===== config.mk =====
export PLATFORM = sky130hd
export DESIGN_NAME = map_access_arbiter
export DESIGN_NICKNAME = d
export VERILOG_FILES = /design/src/rtl/map_arb_pkg.sv /design/src/rtl/map_access_arbiter_rr_picker.sv /design/src/rtl/map_access_arbiter.sv
export SDC_FILE = /design/constraint.sdc
export NUM_CORES = 1
export LEC_CHECK = 0
export BUFFER_PORTS_ARGS = -buffer_cell sky130_fd_sc_hd__buf_2
export CORE_ASPECT_RATIO = 1.75
export CORE_MARGIN = 4
export CORE_UTILIZATION = 53
export DETAILED_ROUTE_END_ITERATION = 10
export PLACE_DENSITY_LB_ADDON = 0.25
export SETUP_SLACK_MARGIN = 0.02
export SLEW_MARGIN = 10
export SYNTH_ARGS = -nofsm -noshare
export SYNTH_HDL_FRONTEND = slang
export SYNTH_SLANG_ARGS = --single-unit

===== constraint.sdc =====
create_clock -name i_clk -period 10.3 [get_ports i_clk]
set_clock_uncertainty 0.15 [all_clocks]
set_input_delay 2.06 -clock i_clk [delete_from_list [all_inputs] [get_ports i_clk]]
set_output_delay 2.06 -clock i_clk [all_outputs]
set_load 0.1 [all_outputs]

===== src/rtl/map_arb_pkg.sv =====
// ---------------------------------------------------------------------------
// map_arb_pkg
// Shared definitions for the tile-map access arbiter: maze geometry, default
// bus widths, tile code constants and the read-owner pipeline record.
// No ports (package).
// ---------------------------------------------------------------------------
package map_arb_pkg;

    localparam int MAP_ROWS = 36;
    localparam int MAP_COLS = 28;
    localparam int ADDR_W   = 10;
    localparam int DATA_W   = 8;

    localparam logic [7:0] TILE_EMPTY  = 8'h00;
    localparam logic [7:0] TILE_WALL   = 8'h01;
    localparam logic [7:0] TILE_PELLET = 8'h02;
    localparam logic [7:0] TILE_POWER  = 8'h03;

    // Wide enough for the largest supported requester count (8).
    localparam int OWNER_IDX_W = 3;

    // Who gets the RAM read data that comes back one cycle later.
    typedef struct packed {
        logic                   vga_rd;
        logic                   game_rd;
        logic [OWNER_IDX_W-1:0] idx;
    } owner_t;

    // Linear tile address for a (row, col) board position.
    function automatic logic [ADDR_W-1:0] tile_addr(input int row, input int col);
        return ADDR_W'(row * MAP_COLS + col);
    endfunction

endpackage


===== src/rtl/map_access_arbiter_rr_picker.sv =====
// ---------------------------------------------------------------------------
// rr_picker
// Combinational round-robin pick among N_REQ request lines. The search
// starts one past the previous winner and wraps, so the last winner has the
// lowest priority.
// Ports:
//   req   in   N_REQ   request lines
//   last  in   IDX_W   index of the previous winner
//   gnt   out  N_REQ   one-hot pick (all zero when no request)
//   idx   out  IDX_W   index of the pick (0 when no request)
// ---------------------------------------------------------------------------
module rr_picker #(
    parameter int N_REQ = 4,
    parameter int IDX_W = 2
) (
    input  logic [N_REQ-1:0] req,
    input  logic [IDX_W-1:0] last,
    output logic [N_REQ-1:0] gnt,
    output logic [IDX_W-1:0] idx
);

    import map_arb_pkg::*;

    logic             found;
    int               cand;
    logic [IDX_W-1:0] cand_idx;

    always_comb begin
        gnt      = '0;
        idx      = '0;
        found    = 1'b0;
        cand     = 0;
        cand_idx = '0;
        // Offsets 1..N_REQ visit every requester once, last winner visited last.
        for (int i = 1; i <= N_REQ; i++) begin
            cand     = (int'(last) + i) % N_REQ;
            cand_idx = IDX_W'(cand);
            if (!found && req[cand_idx]) begin
                found         = 1'b1;
                gnt[cand_idx] = 1'b1;
                idx           = cand_idx;
            end
        end
    end

endmodule


===== src/rtl/map_access_arbiter.sv =====
// ---------------------------------------------------------------------------
// map_access_arbiter
// Shares the single-port tile-map RAM between the VGA tile fetcher (absolute
// priority) and N_REQ game-logic requesters (round-robin). Read data comes
// back one cycle after the access and is steered to its owner.
// Ports:
//   i_clk, i_rst              clock, async active-high reset
//   i_vga_req/i_vga_addr      VGA read request, always accepted
//   o_vga_data/o_vga_valid    VGA read return (held when not valid)
//   i_req/i_we/i_addr/i_wdata game requests, packed per requester
//   o_gnt                     one-hot grant, same cycle as the RAM access
//   o_rdata/o_rvalid          game read return (held when not valid)
//   o_starved/i_starve_clr    sticky starvation flags and their clear
//   o_mem_*/i_mem_rdata       RAM port, 1-cycle read latency
// ---------------------------------------------------------------------------
module map_access_arbiter #(
    parameter int N_REQ    = 4,
    parameter int ADDR_W   = map_arb_pkg::ADDR_W,
    parameter int DATA_W   = map_arb_pkg::DATA_W,
    parameter int MAX_WAIT = 63
) (
    input  logic                      i_clk,
    input  logic                      i_rst,
    input  logic                      i_vga_req,
    input  logic [ADDR_W-1:0]         i_vga_addr,
    output logic [DATA_W-1:0]         o_vga_data,
    output logic                      o_vga_valid,
    input  logic [N_REQ-1:0]          i_req,
    input  logic [N_REQ-1:0]          i_we,
    input  logic [N_REQ*ADDR_W-1:0]   i_addr,
    input  logic [N_REQ*DATA_W-1:0]   i_wdata,
    output logic [N_REQ-1:0]          o_gnt,
    output logic [DATA_W-1:0]         o_rdata,
    output logic [N_REQ-1:0]          o_rvalid,
    output logic [N_REQ-1:0]          o_starved,
    input  logic                      i_starve_clr,
    output logic [ADDR_W-1:0]         o_mem_addr,
    output logic                      o_mem_we,
    output logic [DATA_W-1:0]         o_mem_wdata,
    input  logic [DATA_W-1:0]         i_mem_rdata
);

    import map_arb_pkg::*;

    localparam int IDX_W = (N_REQ > 1) ? $clog2(N_REQ) : 1;
    localparam int CNT_W = $clog2(MAX_WAIT + 1);

    logic [IDX_W-1:0]  last_gnt;
    logic [IDX_W-1:0]  pick_idx;
    logic [N_REQ-1:0]  pick_gnt;
    logic              vga_go;
    logic              game_go;
    owner_t            owner_d;
    owner_t            owner_q;
    logic [DATA_W-1:0] vga_hold;
    logic [DATA_W-1:0] game_hold;
    logic [CNT_W-1:0]  wait_cnt [N_REQ];
    logic [N_REQ-1:0]  starved_set;

    rr_picker #(
        .N_REQ (N_REQ),
        .IDX_W (IDX_W)
    ) u_picker (
        .req  (i_req),
        .last (last_gnt),
        .gnt  (pick_gnt),
        .idx  (pick_idx)
    );

    // Reset also blocks the combinational grant/RAM path so every output is 0.
    assign vga_go  = i_vga_req & ~i_rst;
    assign game_go = ~i_vga_req & ~i_rst & (|i_req);
    assign o_gnt   = game_go ? pick_gnt : '0;

    always_comb begin
        o_mem_addr  = '0;
        o_mem_we    = 1'b0;
        o_mem_wdata = '0;
        if (vga_go) begin
            o_mem_addr = i_vga_addr;
        end else if (game_go) begin
            o_mem_addr  = i_addr[pick_idx*ADDR_W +: ADDR_W];
            o_mem_we    = i_we[pick_idx];
            o_mem_wdata = i_wdata[pick_idx*DATA_W +: DATA_W];
        end
    end

    // Writes never return data, so only game reads mark the owner pipeline.
    always_comb begin
        owner_d         = '0;
        owner_d.vga_rd  = vga_go;
        owner_d.game_rd = game_go & ~i_we[pick_idx];
        owner_d.idx     = OWNER_IDX_W'(pick_idx);
    end

    always_ff @(posedge i_clk or posedge i_rst) begin
        if (i_rst) begin
            owner_q   <= '0;
            last_gnt  <= IDX_W'(N_REQ - 1);
            vga_hold  <= DATA_W'(TILE_EMPTY);
            game_hold <= DATA_W'(TILE_EMPTY);
        end else begin
            owner_q <= owner_d;
            if (game_go) begin
                last_gnt <= pick_idx;
            end
            if (owner_q.vga_rd) begin
                vga_hold <= i_mem_rdata;
            end
            if (owner_q.game_rd) begin
                game_hold <= i_mem_rdata;
            end
        end
    end

    // RAM data arrives during the cycle after the access; pass it straight through.
    assign o_vga_valid = owner_q.vga_rd;
    assign o_vga_data  = owner_q.vga_rd ? i_mem_rdata : vga_hold;
    assign o_rvalid    = owner_q.game_rd ? (N_REQ'(1) << owner_q.idx) : '0;
    assign o_rdata     = owner_q.game_rd ? i_mem_rdata : game_hold;

    always_ff @(posedge i_clk or posedge i_rst) begin
        if (i_rst) begin
            for (int k = 0; k < N_REQ; k++) begin
                wait_cnt[k] <= '0;
            end
        end else begin
            for (int k = 0; k < N_REQ; k++) begin
                if (!i_req[k] || o_gnt[k]) begin
                    wait_cnt[k] <= '0;
                end else if (wait_cnt[k] != CNT_W'(MAX_WAIT)) begin
                    wait_cnt[k] <= wait_cnt[k] + 1'b1;
                end
            end
        end
    end

    // Flag sets on the same edge the counter reaches MAX_WAIT (or while saturated).
    always_comb begin
        starved_set = '0;
        for (int k = 0; k < N_REQ; k++) begin
            starved_set[k] = i_req[k] & ~o_gnt[k] &
                             (wait_cnt[k] >= CNT_W'(MAX_WAIT - 1));
        end
    end

    always_ff @(posedge i_clk or posedge i_rst) begin
        if (i_rst) begin
            o_starved <= '0;
        end else begin
            o_starved <= (o_starved & ~{N_REQ{i_starve_clr}}) | starved_set;
        end
    end

endmodule


==> results.ini, run 1 <==
[synthesis]
synth-edff-count=0
yosysTopAreaCell=dfrtp_1
synth.cell_area_sq_um=3620
yosys-mux-area-fraction_pct=13.4
synth_top_flop_cell=dfrtp_1
synthCells=382
yosys_warnings=0
ys_async_sr_fraction_pct=100
synth.distinct_cells=54
yosysSeqAreaShare_pct=34.6
synth-simple-area-share_pct=19.2
synthesis.nets=500
synth-adder-area-share_pct=5.53
yosysMostFrequentCell=dfrtp_1
synthTopCellsByCount=dfrtp_1, nand3_1, nor2_1
ys_ff_latch=50
avgSynthCellArea_sq_um=9.47
synth_top_area_share_pct=33.2
synth_area_leaders=dfrtp_1, ha_1, mux2_2
synth_top_family_by_area=compound AO/OA/AOI/OAI gates
synthXorXnorAreaFrac_pct=2.66
synth_compound_area_share_pct=19.2

[clocking]
clkTransAtPathRegs_ps=70
cts_tree=built
cts_setup_buffers=0
hold_buffers=0
cts_buffer_depth=2
cts-root-buf=clkbuf_16
ctsHtreeMaxLevel=2
clock_sinks=50
post_cts_resized=0
clkLatencyLatePin_ps=290
numCtsBuffers=5

[die]
initial_core_util_pct=54.9
dieHeight_microns=117
pin_count=150
die-area_sq_um=8270
rows=39
core_area_sq_um=6590
die_x_microns=70.5

[setup_path]
worstSetupStartpointType=input pin
cp_slowest_cell=mux4_2
critPathMaxStageDelay_ps=630
cp_max_fo=14
endpoint_kind=output pin
path_class=in2out
critical-path-top-delay-family=simple AND/OR/NAND/NOR gates
path_cells=buf_2 > mux4_2 > nor2b_1 > or3_1 > nand2_4 > inv_4 > nand2_1 > a311oi_1 > buf_2
cp.required_ps=8090
cp.arrival_ps=5050
path_common_cell=buf_2
timing.critical_path.buf_inv=3

[drt]
viasPerCell=5.93
drc=0
routed_wl_microns=10400
wl_per_cell_microns=17.2
drt_first_pass_iters=4
vias=3569
drtIter0Drc=251
ant_nets=0

[layout]
n_antenna_cell=0
fin_nets=637
area_growth_pct=25.0
layout.cells.non_filler=602
layout-drive-gt1-share_pct=36.7

[placement]
port_buffers=149
dp_hpwl_microns=8260
dpl_worst_slack_ps=3090
gp_congestion=0.854
dpl.cell_count=594

[power_and_ir_drop]
irDropWorstVdd_mv=0.418
p_leak_uw=0.00215
p_per_area_nw_per_um2=369

[global_route]
antenna_found_initial=0
grt_start_max_net_pins=51
globalRouteOverflowTotal=0
grt.total_usage_pct=25.2
grt_pass1_vias=3718
grt_pass1_wl_microns=17100

[sta]
hold_viol=0
max_freq_ghz=0.138
fin_ws_ps=3040
max_slew_margin_pct=30.1
final.period_utilization_pct=70.5
period_needed_ps=7260
slew_viol_final=0
tightest_slew_ps=1050
tns_ps=0
finalSetupViolations=0
rsz0062_at_grt=no

[min_path]
holdCritPathClass=reg2reg

[flow_run]
max_cap_viol_count=0

[run_status]
status=complete, no violations

-- flip-flops by register name, summed over array words and instances, names as in the netlist --
signal	count
wait_cnt	24
game_hold	8
vga_hold	8
o_starved	4
owner_q	3
last_gnt	2
o_vga_valid	1
-- power by group --
part	total, uW	switching [uW]	leakage, uW	internal [uW]
Clock	185	69.8	0.0000771	115
Sequential	297	55.5	0.000640	242
Combinational	1190	868	0.00144	318
-- final cells by class --
cell class | count | area, sq um
Fill cell | 567 | 2060
Multi-Input combinational cell | 293 | 2170
Tap cell | 82 | 103
Clock inverter | 2 | 37.5
Inverter | 18 | 72.6
Sequential cell | 50 | 1250
Timing Repair Buffer | 151 | 761
Clock buffer | 6 | 129
-- worst register-to-register path: cells and delay by family (launching register included) --
| family | cells | cell delay [ps] |
|---|---|---|
| AOI/OAI and AO/OA | 3 | 1070 |
| DFF | 1 | 880 |
| muxes | 1 | 670 |
| adders and majority gates | 1 | 550 |
| and+or+nand+nor | 2 | 470 |
| buffers and inverters | 1 | 280 |
-- path summary, 6_finish.rpt --
check | slack (ps) | cells after the start | end | startpoint
max | 3040 | 9 | o_mem_wdata[5] | i_req[1]
min | 350 | 1 | vga_hold[6] | vga_hold[6]
max reg2reg | 6120 | 8 | owner_q[3] | last_gnt[0]
min reg2reg | 350 | 1 | vga_hold[6] | vga_hold[6]
max in group asynchronous | 7450 | 2 | wait_cnt[9] | i_rst
min in group asynchronous | 1900 | 2 | wait_cnt[14] | i_rst
-- layout by cell type (no fill, tap or decap), types with 3 or more instances in the layout --
cell type	instances
nand2_1	23
nor3b_1	4
nor2_1	27
buf_2	149
or3_1	8
a31oi_1	3
a221o_1	5
mux2i_1	12
clkbuf_16	5
a21oi_1	18
nor3_1	8
ha_1	16
and3_1	10
nand2b_1	6
nor2b_1	3
and2_1	4
mux4_2	7
mux2_2	16
nand4_1	3
o31a_1	3
xnor2_1	4
o211ai_1	10
o32ai_1	4
o21ai_0	19
nand3b_1	4
inv_1	15
a22oi_1	3
o22ai_1	3
xor2_1	7
nand3_1	29
dfrtp_1	48
a211oi_1	5
a32o_1	4
o2111ai_1	8
-- metrics by stage --
step / utilization, % / power (uW) / hold WS, ps / instance area, sq um
final: 68.7 / 1670 / 345 / 4520
after CTS: 68.7 / 1670 / 348 / 4520
after global routing: 68.7 / 1760 / 368 / 4520
after detailed placement: 66.1 / 1480 / 333 / 4360
after floorplan: - / 1320 / 369 / 3620
after global placement: 66.1 / 1460 / 327 / 4360
-- cell families after synthesis --
logic type      count (synthesis)
compound gates                 95
xor+xnor                       11
fa+ha+maj                      16
buf+inv                        39
flops                          50
mux                            36
simple gates                  135
-- layer usage --
metal / track usage, % / part of all wire [%] / up-vias / wire [microns]
li1: - / - / 1711 / -
met2: 45.8 / 53 / 177 / 5460
met1: 27.4 / 36 / 1649 / 3780
met4: 11.8 / 3.9 / 0 / 404
met5: 0 / 0 / - / 0
met3: 4.71 / 7.1 / 32 / 736
Note: power is estimated with default switching activity, not from simulation.
==> inputs of run 2 (changes only) <==
--- a/config.mk
+++ b/config.mk
@@ -8,7 +8,7 @@
 export BUFFER_PORTS_ARGS = -buffer_cell sky130_fd_sc_hd__buf_2
 export CORE_ASPECT_RATIO = 1.75
 export CORE_MARGIN = 4
-export CORE_UTILIZATION = 53
+export CORE_UTILIZATION = 49
 export DETAILED_ROUTE_END_ITERATION = 10
 export PLACE_DENSITY_LB_ADDON = 0.25
 export SETUP_SLACK_MARGIN = 0.02
==> constraint.sdc (replaced) <==
create_clock -name i_clk -period 6.7 [get_ports i_clk]
set_clock_uncertainty 0.15 [all_clocks]
set_input_delay 1.34 -clock i_clk [delete_from_list [all_inputs] [get_ports i_clk]]
set_output_delay 1.34 -clock i_clk [all_outputs]
set_load 0.1 [all_outputs]
==> run 2 against run 1 <==
- global-route usage is 1.0 points lower
- routed wire length rose by 0.44%
- flip-flop and latch count unchanged
- register-to-register slack worse by 3400 ps
- hold slack better by 3.0 ps
- clock-buffer cell count fell by 1
- first-iteration DRC count increased by 1.2%
- setup slack lost 2300 ps
- combinational power increased by 55%
- largest cell class unchanged
- largest power group unchanged
==> results.ini, run 2 (synthesis results as in run 1) <==
[placement]
dp_hpwl_microns=8360  ; was 8260 microns
port_buffers=149  ; unchanged
gp_congestion=0.927  ; was 0.854
dpl_worst_slack_ps=859  ; was 3090 ps

[die]
die-area_sq_um=8880  ; was 8270 sq um
initial_core_util_pct=50.4  ; was 54.9%
rows=41  ; was 39
pin_count=150  ; unchanged
dieHeight_microns=122  ; was 117 microns
core_area_sq_um=7180  ; was 6590 sq um
die_x_microns=73.0  ; was 70.5 microns

[power_and_ir_drop]
p_leak_uw=0.00215  ; about the same
p_per_area_nw_per_um2=561  ; was 369 nW/um^2
p_comb_share_pct=72.7  ; was 71.1%
switching_share_pct=60.6  ; was 59.6%
switchingPower_uw=1540  ; was 993 uW
clockPowerShare_pct=10.3  ; was 11.1%
internal_power_uw=999  ; was 674 uW
irDropWorstVdd_mv=0.529  ; was 0.418 mV
p_seq_share_pct=17.0  ; was 17.8%

[setup_path]
cp.arrival_ps=4480  ; was 5050 ps
critical-path-top-delay-family=buffers and inverters  ; was simple AND/OR/NAND/NOR gates
endpoint_kind=output pin  ; unchanged
path_class=reg2out  ; was in2out
cp_slowest_cell=mux4_2  ; unchanged
path_cells=inv_1 > ha_1 > mux4_2 > nor2b_1 > o31ai_4 > nand2_4 > inv_4 > nand2_1 > a311oi_2 > buf_2  ; was buf_2 > mux4_2 > nor2b_1 > or3_1 > nand2_4 > inv_4 > nand2_1 > a311oi_1 > buf_2
timing.critical_path.buf_inv=3  ; unchanged
cp_max_fo=14  ; unchanged
cp.required_ps=5210  ; was 8090 ps
critPathMaxStageDelay_ps=670  ; was 630 ps
worstSetupStartpointType=flip-flop  ; was input pin

[flow_run]
max_cap_viol_count=0  ; unchanged

[drt]
wl_per_cell_microns=17.2  ; about the same
drtIter0Drc=254  ; was 251
vias=3557  ; was 3,569
viasPerCell=5.87  ; was 5.93
ant_nets=0  ; unchanged
drt_first_pass_iters=4  ; unchanged
drc=0  ; unchanged
routed_wl_microns=10400  ; about the same

[layout]
largest_reg_flops=24  ; unchanged
final_cell_mix=buf_2, dfrtp_1, nand3_1, nor2_1, nand2_1  ; unchanged
final_common_cell=buf_2  ; unchanged
n_antenna_cell=0  ; unchanged
fin_nets=637  ; unchanged
area_growth_pct=25.0  ; about the same
largest-register=wait_cnt  ; unchanged
layout-drive-gt1-share_pct=37.1  ; was 36.7%
largest_registers=wait_cnt (24), game_hold (8), vga_hold (8)  ; unchanged

[sta]
hold_viol=0  ; unchanged
final.period_utilization_pct=89.1
max_freq_ghz=0.168
finalSetupViolations=0  ; unchanged
fin_ws_ps=733  ; was 3040 ps
tns_ps=0  ; unchanged
period_needed_ps=5970
tightest_slew_ps=1150  ; was 1050 ps
rsz0062_at_grt=no  ; unchanged
max_slew_margin_pct=23.6  ; was 30.1%
slew_viol_final=0  ; unchanged

[global_route]
grt_start_max_net_pins=51  ; unchanged
antenna_found_initial=0  ; unchanged
grt.total_usage_pct=24.2  ; was 25.2%
grt_pass1_vias=3607  ; was 3,718
grt_pass1_wl_microns=17000  ; was 17,100 microns
globalRouteOverflowTotal=0  ; unchanged

[clocking]
cts_buffer_depth=2  ; unchanged
numCtsBuffers=5  ; unchanged
ctsHtreeMaxLevel=2  ; unchanged
cts_setup_buffers=0  ; unchanged
cts-root-buf=clkbuf_16  ; unchanged
clkLatencyLatePin_ps=300  ; was 290 ps
hold_buffers=0  ; unchanged
post_cts_resized=0  ; unchanged
cts_tree=built  ; unchanged
clock_sinks=50  ; unchanged
clkTransAtPathRegs_ps=60  ; was 70 ps

[run_status]
status=complete, no violations  ; unchanged

[min_path]
holdCritPathClass=reg2reg  ; unchanged

==> run 2: cell types whose count changed in the layout (fill, tap and decap cells not counted), sizes merged <==
cell	change
clkbuf	-1
clkinv	+1
bufinv	-1
clkinvlp	-1
inv	+2
==> run 2: layout make-up <==
| type | instances | area, sq um |
|---|---|---|
| fillers | 619 | 2660 |
| multi-input cells | 293 | 2170 |
| flip-flops and latches | 50 | 1250 |
| repair buffers | 151 | 761 |
| clock buffers | 5 | 125 |
| well taps | 86 | 108 |
| inverters | 18 | 72.6 |
| clock inverters | 3 | 28.8 |
==> run 2: stage by stage <==
step | hold WS (ps) | std cells | util [%] | area (sq um) | power, uW
finish | 348 | 606 | 63.0 | 4520 | 2540
global route | 357 | 606 | 63.0 | 4520 | 2680
CTS | 351 | 606 | 63.0 | 4520 | 2550
detailed placement | 336 | 598 | 60.8 | 4370 | 2280
global placement | 329 | 598 | 60.8 | 4370 | 2250
floorplan | 369 | 382 | - | 3620 | 2030
==> run 2: path summary, 6_finish.rpt <==
kind,from,to,slack (ps),cells after the start
hold / removal,vga_hold[0],vga_hold[0],350,1
max in group asynchronous,i_rst,vga_hold[0],4610,2
min in group asynchronous,i_rst,wait_cnt[23],1160,2
setup / recovery,last_gnt[1],o_mem_wdata[5],730,10
setup reg to reg,last_gnt[1],owner_q[3],2720,7
hold reg to reg,vga_hold[0],vga_hold[0],350,1
==> run 2: power by group through the flow <==
stage / registers, uW / logic [uW] / clock network [uW]
global route: 443 / 1960 / 279
CTS: 433 / 1850 / 267
detailed placement: 439 / 1840 / 0
floorplan: 423 / 1610 / 0
global placement: 433 / 1820 / 0
finish: 431 / 1840 / 262
==> run 2: layer usage <==
layer | part of all wire (%) | vias up | global-route usage [%]
li1 | - | 1704 | -
met1 | 36 | 1678 | 26.7
met2 | 56 | 154 | 45.6
met3 | 5.7 | 21 | 2.73
met4 | 2.7 | 0 | 9.35
met5 | 0 | - | 0
